===== src/rtl/io_timer.sv =====
// io_timer: memory-mapped countdown timer raising a level IRQ on expiry
// Ports: clk, reset (async, active-low); IO_En/IO_WE/IO_Addr[31:2]/IO_WData bus request;
//        IO_RData combinational load data; IRQ = pending & IM.
// Window: off0 CTRL {IM,MODE[1:0],EN}, off1 PRESET, off2 COUNT (read-only), off3 reserved.
module io_timer #(
    parameter logic [31:0] BASE_ADDR = 32'h0000_7F00
) (
    input  logic        clk,
    input  logic        reset,
    input  logic        IO_En,
    input  logic        IO_WE,
    input  logic [29:0] IO_Addr,
    input  logic [31:0] IO_WData,
    output logic [31:0] IO_RData,
    output logic        IRQ
);
    localparam logic [1:0] IDLE = 2'd0, LOAD = 2'd1, CNT = 2'd2, INT = 2'd3;
    logic [1:0]  state_q, state_d;
    logic [3:0]  ctrl_q, ctrl_d;
    logic [31:0] preset_q, preset_d, count_q, count_d;
    logic        pend_q, pend_d;
    logic        sel, wr_ctrl, wr_preset, en, reload;
    logic [1:0]  off;
    always_comb begin
        // IO_Addr is a word address, so byte bits [31:4] live at [29:2]
        sel       = IO_En && (IO_Addr[29:2] == BASE_ADDR[31:4]);
        off       = IO_Addr[1:0];
        wr_ctrl   = sel && IO_WE && (off == 2'd0);
        wr_preset = sel && IO_WE && (off == 2'd1);
        en        = ctrl_q[0];
        reload    = ctrl_q[2:1] == 2'b01;
        IO_RData  = !sel ? 32'd0 : off == 2'd0 ? {28'd0, ctrl_q} : off == 2'd1 ? preset_q :
                    off == 2'd2 ? count_q : 32'd0;
        IRQ       = pend_q & ctrl_q[3];
        state_d   = state_q;
        count_d   = count_q;
        case (state_q)
            IDLE: state_d = en ? LOAD : IDLE;
            LOAD: begin
                state_d = en ? CNT : IDLE;
                count_d = en ? preset_q : count_q;
            end
            CNT: begin
                // COUNT<=1 covers PRESET=0, so the counter never wraps
                state_d = !en ? IDLE : count_q <= 32'd1 ? INT : CNT;
                count_d = !en ? count_q : count_q <= 32'd1 ? 32'd0 : count_q - 32'd1;
            end
            default: state_d = (en && reload) ? LOAD : IDLE;
        endcase
        // a CTRL write overrides the FSM's own updates of CTRL and the pending flag
        ctrl_d   = wr_ctrl ? IO_WData[3:0] : (state_q == INT && !reload) ? {ctrl_q[3:1], 1'b0} : ctrl_q;
        pend_d   = wr_ctrl ? 1'b0 : (state_q == CNT && state_d == INT) ? 1'b1 :
                   (state_q == INT && reload) ? 1'b0 : pend_q;
        preset_d = wr_preset ? IO_WData : preset_q;
    end
    always_ff @(posedge clk or negedge reset) begin
        if (!reset) begin
            state_q  <= IDLE;
            ctrl_q   <= 4'd0;
            preset_q <= 32'd0;
            count_q  <= 32'd0;
            pend_q   <= 1'b0;
        end else begin
            state_q  <= state_d;
            ctrl_q   <= ctrl_d;
            preset_q <= preset_d;
            count_q  <= count_d;
            pend_q   <= pend_d;
        end
    end
endmodule


===== config.mk =====
export PLATFORM = sky130hd
export DESIGN_NAME = io_timer
export DESIGN_NICKNAME = d
export VERILOG_FILES = /design/src/rtl/io_timer.sv
export SDC_FILE = /design/constraint.sdc
export NUM_CORES = 1
export LEC_CHECK = 0
export CORE_MARGIN = 2
export CORE_UTILIZATION = 53
export DETAILED_ROUTE_END_ITERATION = 10
export HOLD_SLACK_MARGIN = 0.08
export PLACE_DENSITY_LB_ADDON = 0.25
export REMOVE_ABC_BUFFERS = 1
export SLEW_MARGIN = 20
export SYNTH_ARGS = -nofsm -noshare
export SYNTH_HDL_FRONTEND = slang
export SYNTH_SLANG_ARGS = --single-unit

===== constraint.sdc =====
create_clock -name clk -period 6.6 [get_ports clk]
set_clock_uncertainty 0.05 [all_clocks]
set_input_delay 1.32 -clock clk [delete_from_list [all_inputs] [get_ports clk]]
set_output_delay 1.32 -clock clk [all_outputs]
set_load 0.05 [all_outputs]

==> flow_summary_export.csv, run 1 <==
group,metric,value,unit
routing,drc_errors,0,
logic_synthesis,ys_seq_area_share,41.23,%
worst_setup_path,critPathLaunch,"IO_Addr[0]",
floorplanning,initial_core_util,55.19,%
global_routing,grt_antenna_before_repair,0,
logic_synthesis,synth-simple-area-share,22.74,%
logic_synthesis,synth_fa_ha_area_share,0.5807,%
global_routing,grt_use_total,28.09,%
placed_design,port_buffers,98,
logic_synthesis,synth_cell_types,54,
worst_setup_path,crit_fanout,17,
timing,finalCritPeriodShare,81.68,%
power_and_ir_drop,peakVddDrop,106.1,uV
floorplanning,die_x,94.17,um
floorplanning,rows,32,
clocking,cts_resized,0,
worst_setup_path,critPathLaunchType,"input port",
logic_synthesis,synth_compound_area_share,18.06,%
clocking,cts_setup_buffers,0,
clocking,numCtsBuffers,9,
logic_synthesis,syn_area_per_cell,9.015,um^2
logic_synthesis,ys_async_sr_fraction,100.0,%
min_path,worstHoldStart,"preset_q[25]$_DFFE_PN0P_",
final_layout,nNetsFinal,618,
timing,fin_crit,5391,ps
logic_synthesis,synth_edf_count,0,
logic_synthesis,ys.flop_type,"dfrtp_1",
global_routing,grt_pass1_vias,4047,
routing,ant_nets,0,
flow_run,max-cap-violations,0,
clocking,clock_latency,360,ps
logic_synthesis,synth_warnings,0,
logic_synthesis,synth_top_family_by_area,"simple AND/OR/NAND/NOR gates",
power_and_ir_drop,combPwrFrac,7.3,%
placed_design,dp_slack,1217,ps
global_routing,grt_max_degree,72,
power_and_ir_drop,power.share.clock,39.6,%
global_routing,grt.overflow.total,0,
outcome,status,"completed",
logic_synthesis,synth_xor_area_share,0,%
worst_setup_path,path_class,"input port to output pin",
clocking,ctsHtreeMaxLevel,3,
timing,max_slew_margin,25.05,%
final_layout,diodes,0,
final_layout,nFillCells,619,
power_and_ir_drop,switching_share,25.18,%
timing,timing.fmax,185.5,MHz
routing,drt_first_pass_iters,5,
clocking,clock_sinks,71,
placed_design,gp_congestion,0.9334,
final_layout,final_cell_mix,"97 x clkdlybuf4s50_1, 71 x dfrtp_1, 67 x nor2_1",
timing,hold_viol_final,0,
logic_synthesis,synthesis.area,4309,um^2
placed_design,hpwl,8024,um
timing,fin_ws,1209,ps
floorplanning,core,7807,um^2
power_and_ir_drop,p_leak,2.375,nW
power_and_ir_drop,seq_power_share,53.2,%
worst_setup_path,worst_setup_path_end_kind,"output pin",
clocking,cts_tree,"yes",
power_and_ir_drop,intPower,611.3,uW
clocking,clk_pin_slew,80,ps
floorplanning,die_h,94.17,um
floorplanning,die_area,8868,um^2
final_layout,drive_gt1_share,12.79,%
routing,drt_iter0_drc,288,
timing,rsz0062_at_grt,"false",
routing,viasPerCell,6.358,
clocking,cts_hold_buf,0,
worst_setup_path,rr_startpoint,"count_q[4]$_DFFE_PN0P_",
clocking,cts.path.max_buffers,2,
logic_synthesis,synthTopCellsByArea,"dfrtp_1 41%, mux2_2 9.4%, nor2_1 5.9%",
min_path,hold_class,"flop to flop",
global_routing,grt_pass1_wl,19770,um
logic_synthesis,synthCells,478,
clocking,cts-root-buf,"clkbuf_8",
timing,tightest_slew,1114,ps
timing,setup_viol,0,
worst_setup_path,required,5230,ps
final_layout,final_common_cell,"clkdlybuf4s50_1",
logic_synthesis,yosysTopAreaCell,"dfrtp_1",
power_and_ir_drop,p_per_area,149.3,nW/um^2
logic_synthesis,ys_seq_elements,71,
logic_synthesis,synth_top_area_share,41.23,%
routing,wl,11900,um
logic_synthesis,synthMuxAreaShare,12.46,%
timing,drv_slew,0,
timing,tns,0,ps
floorplanning,ios,99,
final_layout,syn2layout_area_growth,27.03,%
worst_setup_path,crit_arrival,4020,ps
power_and_ir_drop,switchingPower,205.8,uW
routing,via_count,4177,
routing,routedWlPerCell,18.12,um
-- metrics by stage --
stage	cells	instance area, um^2	util [%]	total power [mW]	hold WS, ps
final	657	5474	70.11	0.8171	488.5
after global routing	657	5474	70.11	0.8510	511.6
after CTS	657	5474	70.11	0.8219	483.8
after detailed placement	641	5294	67.80	0.5032	466.7
after global placement	641	5294	67.80	0.5017	455.0
after floorplan	433	4119	-	0.4497	431.5
-- cell type report --
class / instances / area, um^2 / area share (%)
Multi-Input combinational cell: 356 / 2331 / 42.58
Sequential cell: 71 / 1777 / 32.46
Timing Repair Buffer: 106 / 1036 / 18.93
Tap cell: 102 / 127.6 / 2.331
Clock buffer: 9 / 123.9 / 2.263
Clock inverter: 7 / 56.30 / 1.029
Inverter: 6 / 22.52 / 0.4114
-- logic make-up after synthesis --
group | Yosys count
flops | 71
buf+inv | 51
mux | 49
compound gates | 118
fa+ha+maj | 2
simple gates | 187
-- worst max-delay path: stages --
cell and delay, ps:
clkdlybuf4s50_1 710, nor2b_2 530, buf_4 340, a22oi_1 130, nor2_1 160, clkdlybuf4s50_1 810
-- path summary, 6_finish.rpt --
check	end	slack, ps	cells after the start
max	IO_RData[23]	1210	6
min	preset_q[25]$_DFFE_PN0P_	490	1
max reg2reg	count_q[3]$_DFFE_PN0P_	2810	5
min reg2reg	preset_q[25]$_DFFE_PN0P_	490	1
max in group asynchronous	state_q[1]$_DFF_PN0_	4800	2
min in group asynchronous	ctrl_q[3]$_DFFE_PN0P_	1120	2
-- routing by layer --
layer / routed length [um] / global-route usage (%) / vias to the layer above / part of all wire, %
li1: - / - / 1928 / -
met1: 4931 / 35.50 / 2018 / 41
met2: 5785 / 46.61 / 207 / 49
met3: 936 / 5.618 / 24 / 7.9
met4: 250 / 12.32 / 0 / 2.1
met5: 0 / 0 / - / 0
-- synthesized netlist by cell type (all sizes together), types with 7 or more instances --
cell    number
nand4        8
nor3        16
mux2        37
and3        14
o21ai        8
clkbuf      36
buf          9
dfrtp       71
a22oi       29
a21oi       36
o211ai       7
mux2i       12
o22ai       11
or4         12
nand3       16
nand2       16
nor2        69
nor4         9
-- flip-flops by register name, summed over array words and instances, names as in the netlist --
name,count
count_q,32
ctrl_q,4
pend_q,1
preset_q,32
state_q,2
-- power by group through the flow --
stage	clock network [mW]	registers (mW)	logic (mW)
final	0.323	0.435	0.0593
after global routing	0.352	0.435	0.0643
after CTS	0.327	0.435	0.0600
after detailed placement	0	0.443	0.0599
after global placement	0	0.443	0.0585
after floorplan	0	0.443	0.00634
Power figures use the tool's default switching activity.
==> inputs of run 2 (changes only) <==
CORE_UTILIZATION = 51   (was 53)
clock period = 5.6 ns   (was 6.6 ns; I/O delays follow)
==> run 2 against run 1 <==
  * Sequential share of layout area down 0.13 points
  * Non-clock buffer count is the same
  * Power up 24%
  * Combinational power increased by 18%
  * Core utilization down 3.2 points
  * Clock power rose by 33%
  * Worst setup slack worse by 490 ps
  * First-iteration DRC count increased by 15%
  * Critical endpoint is now IO_RData[15]
  * Largest cell class unchanged
==> flow_summary_export.csv, run 2 (synthesized netlist as in run 1, its figures left out) <==
group,metric,value,unit
timing,setup_viol,0,
worst_setup_path,critical-path-max-stage-delay,820,ps
floorplanning,die_h,95.92,um
floorplanning,rows,33,
routing,route.met2.wl,5637,um
timing,timing.fmax,204.9,MHz
floorplanning,core,8217,um^2
worst_setup_path,rr_worst_depth,5,
routing,drc_errors,0,
routing,wl,11730,um
global_routing,grt_antenna_before_repair,0,
routing,drt_first_pass_iters,5,
global_routing,grt_pass1_wl,18840,um
placed_design,dp.cells,644,
clocking,clk_pin_slew,70,ps
clocking,cts-root-buf,"clkbuf_8",
worst_setup_path,rr_startpoint,"count_q[4]$_DFFE_PN0P_",
global_routing,grt_max_degree,72,
power_and_ir_drop,finalPower,1.012,mW
placed_design,hpwl,7663,um
clocking,clock_sinks,71,
global_routing,grt_use_total,26.29,%
final_layout,reg.largest.list,"count_q (32), preset_q (32), ctrl_q (4)",
clocking,cts_hold_buf,0,
routing,via_count,4173,
final_layout,final_cell_mix,"90 x clkdlybuf4s50_1, 71 x dfrtp_1, 67 x nor2_1",
final_layout,diodes,0,
clocking,cts_resized,0,
worst_setup_path,cp_num_cells,7,
timing,rsz0062_at_grt,"false",
worst_setup_path,cpMostUsedCell,"clkdlybuf4s50_1",
final_layout,nNetsFinal,618,
worst_setup_path,reg2reg_slack,1680,ps
worst_setup_path,cp_cell_sequence,"clkdlybuf4s50_1 -> nor4_1 -> nand3_1 -> or4_1 -> buf_4 -> nor2_1 -> clkdlybuf4s50_1",
worst_setup_path,crit_family,"buffers and inverters",
worst_setup_path,critPathLaunchType,"input port",
floorplanning,die_x,95.92,um
routing,wl_met1,4890,um
placed_design,gp_congestion,0.9470,
timing,fin_ws,718.6,ps
timing,tightest_slew,1017,ps
clocking,cts.path.max_buffers,2,
power_and_ir_drop,peakVddDrop,124.2,uV
timing,hold_viol_final,0,
min_path,hold_class,"flop to flop",
final_layout,final_common_cell,"clkdlybuf4s50_1",
timing,tns,0,ps
worst_setup_path,path_class,"input port to output pin",
global_routing,grt.overflow.total,0,
placed_design,dp_slack,730.6,ps
clocking,cts_setup_buffers,0,
global_routing,grt_pass1_vias,3912,
worst_setup_path,crit_arrival,3710,ps
flow_run,max-cap-violations,0,
final_layout,fin_cells,660,
min_path,worstHoldPathCells,1,
worst_setup_path,required,4430,ps
clocking,clock_latency,350,ps
worst_setup_path,worst_setup_path_end_kind,"output pin",
clocking,ctsHtreeMaxLevel,3,
routing,wl_met3,1048,um
routing,routedWlPerCell,17.78,um
timing,max_slew_margin,32.13,%
routing,maxUsedRoutingLayer,"met4",
floorplanning,initial_core_util,52.44,%
outcome,status,"completed",
final_layout,drive_gt1_share,13.87,%
power_and_ir_drop,p_leak,2.410,nW
final_layout,syn2layout_area_growth,27.56,%
clocking,cts_tree,"yes",
floorplanning,ios,99,
placed_design,port_buffers,98,
clocking,numCtsBuffers,9,
routing,ant_nets,0,
final_layout,nFillCells,660,
worst_setup_path,crit_end,"IO_RData[15]",
worst_setup_path,timing.critical_path.buf_inv,3,
routing,drt_iter0_drc,332,
routing,viasPerCell,6.323,
timing,finalCritPeriodShare,87.17,%
worst_setup_path,crit_fanout,34,
worst_setup_path,critPathLaunch,"IO_Addr[3]",
worst_setup_path,worstReg2RegEnd,"count_q[3]$_DFFE_PN0P_",
timing,drv_slew,0,
timing,fin_crit,4881,ps
worst_setup_path,cp_slowest_cell,"clkdlybuf4s50_1",
floorplanning,die_area,9201,um^2
power_and_ir_drop,p_per_area,184.1,nW/um^2
[run 2: changes by cell type in the layout (fill, tap and decap cells not counted), moves of 2 or more]
cell / change
clkinvlp_4: -2
buf_4: +7
clkbuf_1: +2
clkbuf_8: +3
clkdlybuf4s50_1: -7
[run 2: area by class of cell]
class	count	area, um^2	area share [%]
Clock buffer	14	172.7	3.141
Clock inverter	2	37.54	0.6829
Inverter	6	22.52	0.4097
Multi-Input combinational cell	356	2337	42.52
Sequential cell	71	1777	32.32
Tap cell	105	131.4	2.390
Timing Repair Buffer	106	1018	18.53
[run 2: worst min-delay path by stage]
stage                               endpoint                      from  slack (ps)
floorplan           preset_q[25]$_DFFE_PN0P_  preset_q[25]$_DFFE_PN0P_         430
global placement    preset_q[25]$_DFFE_PN0P_  preset_q[25]$_DFFE_PN0P_         460
detailed placement  preset_q[18]$_DFFE_PN0P_  preset_q[18]$_DFFE_PN0P_         470
CTS                  preset_q[0]$_DFFE_PN0P_   preset_q[0]$_DFFE_PN0P_         490
global route        preset_q[18]$_DFFE_PN0P_  preset_q[18]$_DFFE_PN0P_         510
finish               preset_q[0]$_DFFE_PN0P_   preset_q[0]$_DFFE_PN0P_         480
[run 2: report_power, final]
group | total, mW | switching (mW) | internal, mW
Sequential | 0.512 | 0.00000000309 | 0.512
Combinational | 0.0700 | 0.0265 | 0.0435
Clock | 0.429 | 0.186 | 0.243
[run 2: through the flow]
step | instance area, um^2 | hold slack (ps) | utilization [%]
floorplan | 4119 | 431.5 | -
global placement | 5280 | 456.5 | 64.26
detailed placement | 5280 | 469.2 | 64.26
CTS | 5490 | 486.1 | 66.82
global route | 5497 | 506.4 | 66.90
finish | 5497 | 484.5 | 66.90
[run 2: metal layers]
metal / vias to the layer above / track usage (%)
li1: 1932 / -
met1: 2018 / 34.51
met2: 208 / 43.36
met3: 15 / 5.090
met4: 0 / 9.524
met5: - / 0
[run 2: worst register-to-register path: cells and delay by family (launching register included)]
kind / cells / cell delay [ps]
DFF: 1 / 480
and+or+nand+nor: 4 / 2920
AOI/OAI and AO/OA: 1 / 280
